**config.mk**
```make
export PLATFORM = sky130hd
export DESIGN_NAME = mem_port_arbiter
export DESIGN_NICKNAME = d
export VERILOG_FILES = /design/src/rtl/mem_port_arbiter.sv
export SDC_FILE = /design/constraint.sdc
export NUM_CORES = 1
export LEC_CHECK = 0
export CORE_MARGIN = 2
export CORE_UTILIZATION = 39
export DETAILED_ROUTE_END_ITERATION = 10
export GPL_TIMING_DRIVEN = 0
export PLACE_DENSITY = 0.77
export REMOVE_ABC_BUFFERS = 1
export SLEW_MARGIN = 10
export SYNTH_ARGS = -nofsm -noshare
export SYNTH_HDL_FRONTEND = slang
export SYNTH_SLANG_ARGS = --single-unit
```
**constraint.sdc**
```tcl
create_clock -name clk -period 5.3 [get_ports clk]
set_clock_uncertainty 0.1 [all_clocks]
set_input_delay 1.325 -clock clk [delete_from_list [all_inputs] [get_ports clk]]
set_output_delay 1.325 -clock clk [all_outputs]
set_load 0.01 [all_outputs]
```
**src/rtl/mem_port_arbiter.sv**
```systemverilog
// mem_port_arbiter
//   Shares one single-port unified memory between the fetch stage
//   (instruction reads) and the memory stage (data loads/stores).
//   One requester is granted at a time. The grant drives a registered
//   req/ack memory handshake. Completion is a one-cycle ready pulse back
//   to the granted port.
//   Stores get byte enables and lane-replicated write data.
//   Loads are lane-selected and then sign- or zero-extended.
//
// Build option:
//   MEMARB_RR_EN  defined   : two-way round-robin on simultaneous requests
//                 undefined : strict priority to the data port
//
// Ports:
//   clk, reset        clock, asynchronous active-high reset
//   ireqF/iaddrF      fetch request and byte address
//   instrF/ireadyF    fetched instruction, one-cycle completion pulse
//   dreqM/dwriteM     data request, 1 = store / 0 = load
//   daddrM/dwdataM    data byte address, right-aligned store data
//   dsizeM            00 word, 01 half, 10 byte, 11 word
//   dunsignedM        zero-extend loads when 1
//   drdataM/dreadyM   extended load data, one-cycle completion pulse
//   mreq/mwe/maddr    memory request, write enable, word-aligned address
//   mwdata/mbe        replicated store data, byte enables
//   mrdata/mack       memory read data, completion (valid while mreq)
module mem_port_arbiter #(
    parameter int AW = 32,
    parameter int DW = 32
) (
    input  logic          clk,
    input  logic          reset,
    input  logic          ireqF,
    input  logic [AW-1:0] iaddrF,
    output logic [DW-1:0] instrF,
    output logic          ireadyF,
    input  logic          dreqM,
    input  logic          dwriteM,
    input  logic [AW-1:0] daddrM,
    input  logic [DW-1:0] dwdataM,
    input  logic [1:0]    dsizeM,
    input  logic          dunsignedM,
    output logic [DW-1:0] drdataM,
    output logic          dreadyM,
    output logic          mreq,
    output logic          mwe,
    output logic [AW-1:0] maddr,
    output logic [DW-1:0] mwdata,
    output logic [3:0]    mbe,
    input  logic [DW-1:0] mrdata,
    input  logic          mack
);

    localparam logic [1:0] SIZE_HALF = 2'b01;
    localparam logic [1:0] SIZE_BYTE = 2'b10;

    typedef enum logic [1:0] {
        IDLE,
        FETCH,
        DATA
    } state_e;

    typedef enum logic {
        GRANT_FETCH,
        GRANT_DATA
    } grant_e;

    state_e      state;
    grant_e      lastGrant;

    // Attributes of the granted data access, needed again when mack arrives
    logic [1:0]  latAddrLo;
    logic [1:0]  latSize;
    logic        latUnsigned;
    logic        latWrite;

    logic        pickData;
    logic [3:0]  storeBe;
    logic [DW-1:0] storeData;
    logic [7:0]  loadByte;
    logic [15:0] loadHalf;
    logic [DW-1:0] loadData;

    // Fetch addresses are word-aligned by the memory; low bits are dropped
    logic        unusedIaddrLo;
    assign unusedIaddrLo = ^iaddrF[1:0];

`ifdef MEMARB_RR_EN
    // Alternate on contention; a lone request always wins
    assign pickData = dreqM && (!ireqF || (lastGrant == GRANT_FETCH));
`else
    // Data always wins; lastGrant is kept only for the round-robin build
    logic unusedLastGrant;
    assign pickData        = dreqM;
    assign unusedLastGrant = (lastGrant == GRANT_DATA);
`endif

    // Store lanes from the live request, captured at grant
    always_comb begin
        storeBe   = 4'b1111;
        storeData = dwdataM;
        case (dsizeM)
            SIZE_HALF: begin
                storeBe   = daddrM[1] ? 4'b1100 : 4'b0011;
                storeData = {2{dwdataM[15:0]}};
            end
            SIZE_BYTE: begin
                storeBe   = 4'b0001 << daddrM[1:0];
                storeData = {4{dwdataM[7:0]}};
            end
            default: begin
                storeBe   = 4'b1111;
                storeData = dwdataM;
            end
        endcase
    end

    // Load lane selection and extension from the latched access attributes
    always_comb begin
        loadByte = mrdata[7:0];
        loadHalf = latAddrLo[1] ? mrdata[31:16] : mrdata[15:0];
        loadData = mrdata;
        case (latAddrLo)
            2'd0: loadByte = mrdata[7:0];
            2'd1: loadByte = mrdata[15:8];
            2'd2: loadByte = mrdata[23:16];
            2'd3: loadByte = mrdata[31:24];
            default: loadByte = mrdata[7:0];
        endcase
        case (latSize)
            SIZE_BYTE: loadData = latUnsigned ? {24'b0, loadByte}
                                              : {{24{loadByte[7]}}, loadByte};
            SIZE_HALF: loadData = latUnsigned ? {16'b0, loadHalf}
                                              : {{16{loadHalf[15]}}, loadHalf};
            default:   loadData = mrdata;
        endcase
    end

    always_ff @(posedge clk or posedge reset) begin
        if (reset) begin
            state       <= IDLE;
            lastGrant   <= GRANT_FETCH;
            mreq        <= 1'b0;
            mwe         <= 1'b0;
            maddr       <= '0;
            mwdata      <= '0;
            mbe         <= '0;
            instrF      <= '0;
            drdataM     <= '0;
            ireadyF     <= 1'b0;
            dreadyM     <= 1'b0;
            latAddrLo   <= '0;
            latSize     <= '0;
            latUnsigned <= 1'b0;
            latWrite    <= 1'b0;
        end else begin
            ireadyF <= 1'b0;
            dreadyM <= 1'b0;
            case (state)
                IDLE: begin
                    // A ready pulse means the requester has not yet dropped
                    // its request; granting now would serve it twice.
                    if (!ireadyF && !dreadyM && (ireqF || dreqM)) begin
                        mreq <= 1'b1;
                        if (pickData) begin
                            state       <= DATA;
                            maddr       <= {daddrM[AW-1:2], 2'b00};
                            mwe         <= dwriteM;
                            mbe         <= dwriteM ? storeBe : 4'b1111;
                            mwdata      <= storeData;
                            latAddrLo   <= daddrM[1:0];
                            latSize     <= dsizeM;
                            latUnsigned <= dunsignedM;
                            latWrite    <= dwriteM;
                        end else begin
                            state    <= FETCH;
                            maddr    <= {iaddrF[AW-1:2], 2'b00};
                            mwe      <= 1'b0;
                            mbe      <= 4'b1111;
                            mwdata   <= '0;
                            latWrite <= 1'b0;
                        end
                    end
                end
                FETCH: begin
                    if (mack) begin
                        state     <= IDLE;
                        mreq      <= 1'b0;
                        instrF    <= mrdata;
                        ireadyF   <= 1'b1;
                        lastGrant <= GRANT_FETCH;
                    end
                end
                DATA: begin
                    if (mack) begin
                        state     <= IDLE;
                        mreq      <= 1'b0;
                        mwe       <= 1'b0;
                        dreadyM   <= 1'b1;
                        lastGrant <= GRANT_DATA;
                        if (!latWrite) begin
                            drdataM <= loadData;
                        end
                    end
                end
                default: begin
                    state <= IDLE;
                    mreq  <= 1'b0;
                    mwe   <= 1'b0;
                end
            endcase
        end
    end

endmodule

```
# After elaboration in Yosys (flattened, before gate mapping)
# Cells that the tools add are included.
# word_totals
register_bits	144
latchBits	0
ramBits	0
romBits	0
input_bits	137
out_inout_bits	136
memories	0
# op_classes
add_sub_neg	0
mul	0
n_div	0
magnitude_cmp	0
eq_ne	12
shifts	1
mux	25
n_bitwise	2
reduce_logical	14
# ops
op	n
two-way mux 32 bit	4
one-hot mux 32 bit (2 select lines)	2
one-hot mux 8 bit (4 select lines)	1
two-way mux 16 bit	1
two-way mux 4 bit	3
equality test 2 bit, second input constant	5
AND reduction 3 bit	3
equality test 2 x 1 -> 1 bit, second input constant	4
one-hot mux 4 bit (2 select lines)	1
two-way mux 1 bit	7
two-way mux 2 bit	3
AND reduction 2 bit	3
logical NOT 2 bit	2
!= test 2 bit, second input constant	2
one-hot mux 2 bit (2 select lines)	1
left shift 1 x 2 -> 4 bit, first input constant	1
one-hot mux 1 bit (3 select lines)	1
logical AND 1 bit	2
logical NOT 1 bit	2
!= test 2 x 1 -> 1 bit, second input constant	1
inverter 1 bit	2
one-hot mux 1 bit (2 select lines)	1
OR reduction 2 bit	1
logical OR 1 bit	1

# Depth between registers and ports, before layout
# depth
word_depth	5
mapped_depth	9

# Worst setup path after synthesis
# OpenSTA, ideal clock, no wires.
# synth_path
path_kind	input -> register
start	input port dsizeM[0]
end	register mwdata[10]
setup_time_ns	0.121
arrival_time_ns	2.432
setup_slack_ns	2.647
stages	7
path_cell_list	inv_1 ha_1 clkbuf_1 clkbuf_1 a221oi_1 nor2_1 a22o_1
# synth_via
elab_chain_len	3
# synth_lines
item	line_no	text
start, declared	40	input logic [1:0] dsizeM,
equality test 2 bit / equality test 2 x 1 -> 1 bit (equally long branches)	101	case (dsizeM)
one-hot mux 32 bit (2 select lines) (*)	101	
two-way mux 32 bit (*)	164	if (pickData) begin
end signal, assigned	169	mwdata <= storeData;
end, declared	47	output logic [DW-1:0] mwdata,
# Mark *: on every way between the ends. The rest lies on a longest branch, timed or not.
# A chain may end at the register's enable or synchronous reset.

# Worst setup path after layout
# layout_path
start	input port mack
end	register drdataM[14]
# layout_via
elab_chain_len	1
# layout_lines
item	line_no	text
start, declared	50	input logic mack
AND reduction 3 bit (no source line)	-	
end signal, assigned	201	drdataM <= loadData;
end, declared	42	output logic [DW-1:0] drdataM,
# No other way between the ends.

==> results.ini <==
[sta]
rsz0062_at_grt=no
fmax_mhz=263
setup_tns_ps=0
hold_slack_ps=379
slew_viol_final=0
setup_viol=0
slew_headroom_pct=31.6
fin_crit_ps=3800
hold_viol=0
finalCritPeriodShare_pct=71.6
fin_ws_ps=1500
tightest_slew_ps=1030

[setup_path]
end_kind=flop
r2r_cells=6
crit_path_start_kind=input port
criticalPathCategory=in -> reg
r2r-end=drdataM[14]
worst-path-max-fanout=26
cp.arrival_ps=3950
r2r-start=state[0]
crit_required_ps=5450
rrSetupSlack_ps=2290
startpoint=mack

[layout]
stdcell_count=1080
postLayoutCoreUtil_pct=60.5
syn2layout_area_growth_pct=52.2
nNetsFinal=991
stdcell_area_um2=10000
n_antenna_cell=0
drive_gt1_share_pct=11.0

[power_and_ir_drop]
p_total_mw=5.61
vdd_drop_max_mv=0.312
power.leakage_nw=4.29
powerDensity_nw_per_um2=561

[placement]
hpwl_mm=13.8
portBuffers=268
placed_area_um2=9430
place_ws_ps=1030
dp.cells=1048
place.gp.congestion=0.767

[global_route]
grt_pass1_wl_mm=30.6
grt_pass1_vias=5705
globalRouteOverflowTotal=0
antenna_found_initial=0
grt_usage_pct=21.9
grt_max_degree=90

[clock_network]
cts_tree=built
postCtsSetupBuffers=0
clock_latency_ps=410
cts.sinks=142
hold_buffers=0
htree_levels=4
clock_path_buffers=2
cts_resized=0
cts_made_buffers=17
clkTransAtPathRegs_ps=60
ctsRootBufferMaster=clkbuf_16

[hold_path]
min-delay-start=maddr[13]
hold-path-cell-count=2
whs_endpoint=maddr[13]
hp-class=reg -> reg

[drt]
wire_per_inst_um=17.6
routed_wl_mm=19.1
drt-pass1-iter-count=4
via_per_inst=5.13
drtIter0Drc=265
drc=0
postRouteAntennaNets=0
vias=5535

[yosys]
ys_types=44
yosys_warnings=0
syn_area_per_cell_um2=10.9
netlist_area_um2=6570
yosys_register_bits=142
synth-seq-area-share_pct=54.1
synth_ff_type=dfrtp_1
async_reset_ff_share_pct=100
synth_cells=600
synth-edff-count=0

[die]
die_area_um2=17900
die_h_um=134
core_area_um2=16500
start_util_pct=39.7
io_pins=273
rows=47
dieWidth_um=134

[outcome]
status=completed

[flow_run]
drv_cap=0

cells by family after synthesis:
| logic type | Yosys count | synth area share [%] |
|---|---|---|
| other cells | 1 | 0.0571 |
| mux | 71 | 11.6 |
| flops | 142 | 54.1 |
| buf+inv | 60 | 4.27 |
| compound gates | 129 | 13.9 |
| fa+ha+maj | 7 | 1.33 |
| simple gates | 190 | 14.6 |
flip-flops by register name, summed over array words and instances, names as in the netlist:
signal       count
instrF          32
mwdata          32
dreadyM          1
state            2
latWrite         1
mwe              1
maddr           30
latSize          2
latAddrLo        2
mbe              4
mreq             1
ireadyF          1
drdataM         32
latUnsigned      1
where the power goes:
group	internal (mW)	total (mW)	switching, mW	leakage [nW]
registers	1.59	1.90	0.304	1.75
clock network	0.661	1.13	0.471	0.267
logic	1.42	2.58	1.17	2.27
total	3.67	5.61	1.94	4.29
area by class of cell:
| type | count | area, um^2 |
|---|---|---|
| multi-input combinational | 399 | 2740 |
| timing repair buffer | 275 | 2810 |
| clock inverter | 12 | 115 |
| fill | 1371 | 6530 |
| clock buffer | 20 | 447 |
| sequential | 142 | 3550 |
| inverter | 12 | 52.6 |
| tap | 220 | 275 |
worst max-delay path: stages:
cell and delay [ps]:
clkdlybuf4s50_1 520, and3b_1 860, nand2b_1 470, a311oi_4 600, a211oi_1 170
layout by cell type (no fill, tap or decap), drive strengths merged, types with 2 or more instances in the layout:
| master | count |
|---|---|
| buf | 8 |
| dfrtp | 142 |
| a221oi | 8 |
| o32a | 3 |
| ha | 7 |
| mux2 | 40 |
| nor3b | 18 |
| clkinv | 7 |
| o21ai | 43 |
| a221o | 7 |
| and3b | 2 |
| a22o | 25 |
| clkbuf | 20 |
| conb | 2 |
| nor2b | 2 |
| a211oi | 8 |
| and2 | 2 |
| mux2i | 31 |
| inv | 13 |
| nand3 | 33 |
| a21oi | 20 |
| nand2b | 21 |
| nand2 | 83 |
| o211ai | 7 |
| clkinvlp | 3 |
| clkdlybuf4s50 | 267 |
| nor2 | 24 |
layer usage:
metal | GRT usage [%] | wire length, um | vias to the layer above
met5 | 0 | 0 | -
met4 | 6.38 | 291 | 0
met3 | 7.91 | 1850 | 20
met2 | 36.4 | 9300 | 237
met1 | 26.8 | 7610 | 2659
li1 | - | - | 2619
cell usage after synthesis, drive strengths merged (12+ instances only):
cell | count | area share [%]
buf | 28 | 2.4
nand2 | 83 | 4.7
nand2b | 21 | 2.0
o21ai | 43 | 3.3
dfrtp | 142 | 54
mux2i | 31 | 4.7
nor3b | 18 | 2.1
nor2 | 24 | 1.4
inv | 12 | 0.69
nand3 | 33 | 3.3
mux2 | 40 | 6.9
clkbuf | 20 | 1.1
a21oi | 20 | 1.6
a22o | 25 | 3.3
how the worst max path moves through the flow:
stage | slack [ps] | end
after detailed placement | 1030 | drdataM[14]
after global placement | -2110 | maddr[10]
after floorplan | 70 | drdataM[0]
after global routing | 1300 | drdataM[8]
final | 1500 | drdataM[14]
after CTS | 1420 | drdataM[14]
(Power assumes the default switching activity.)
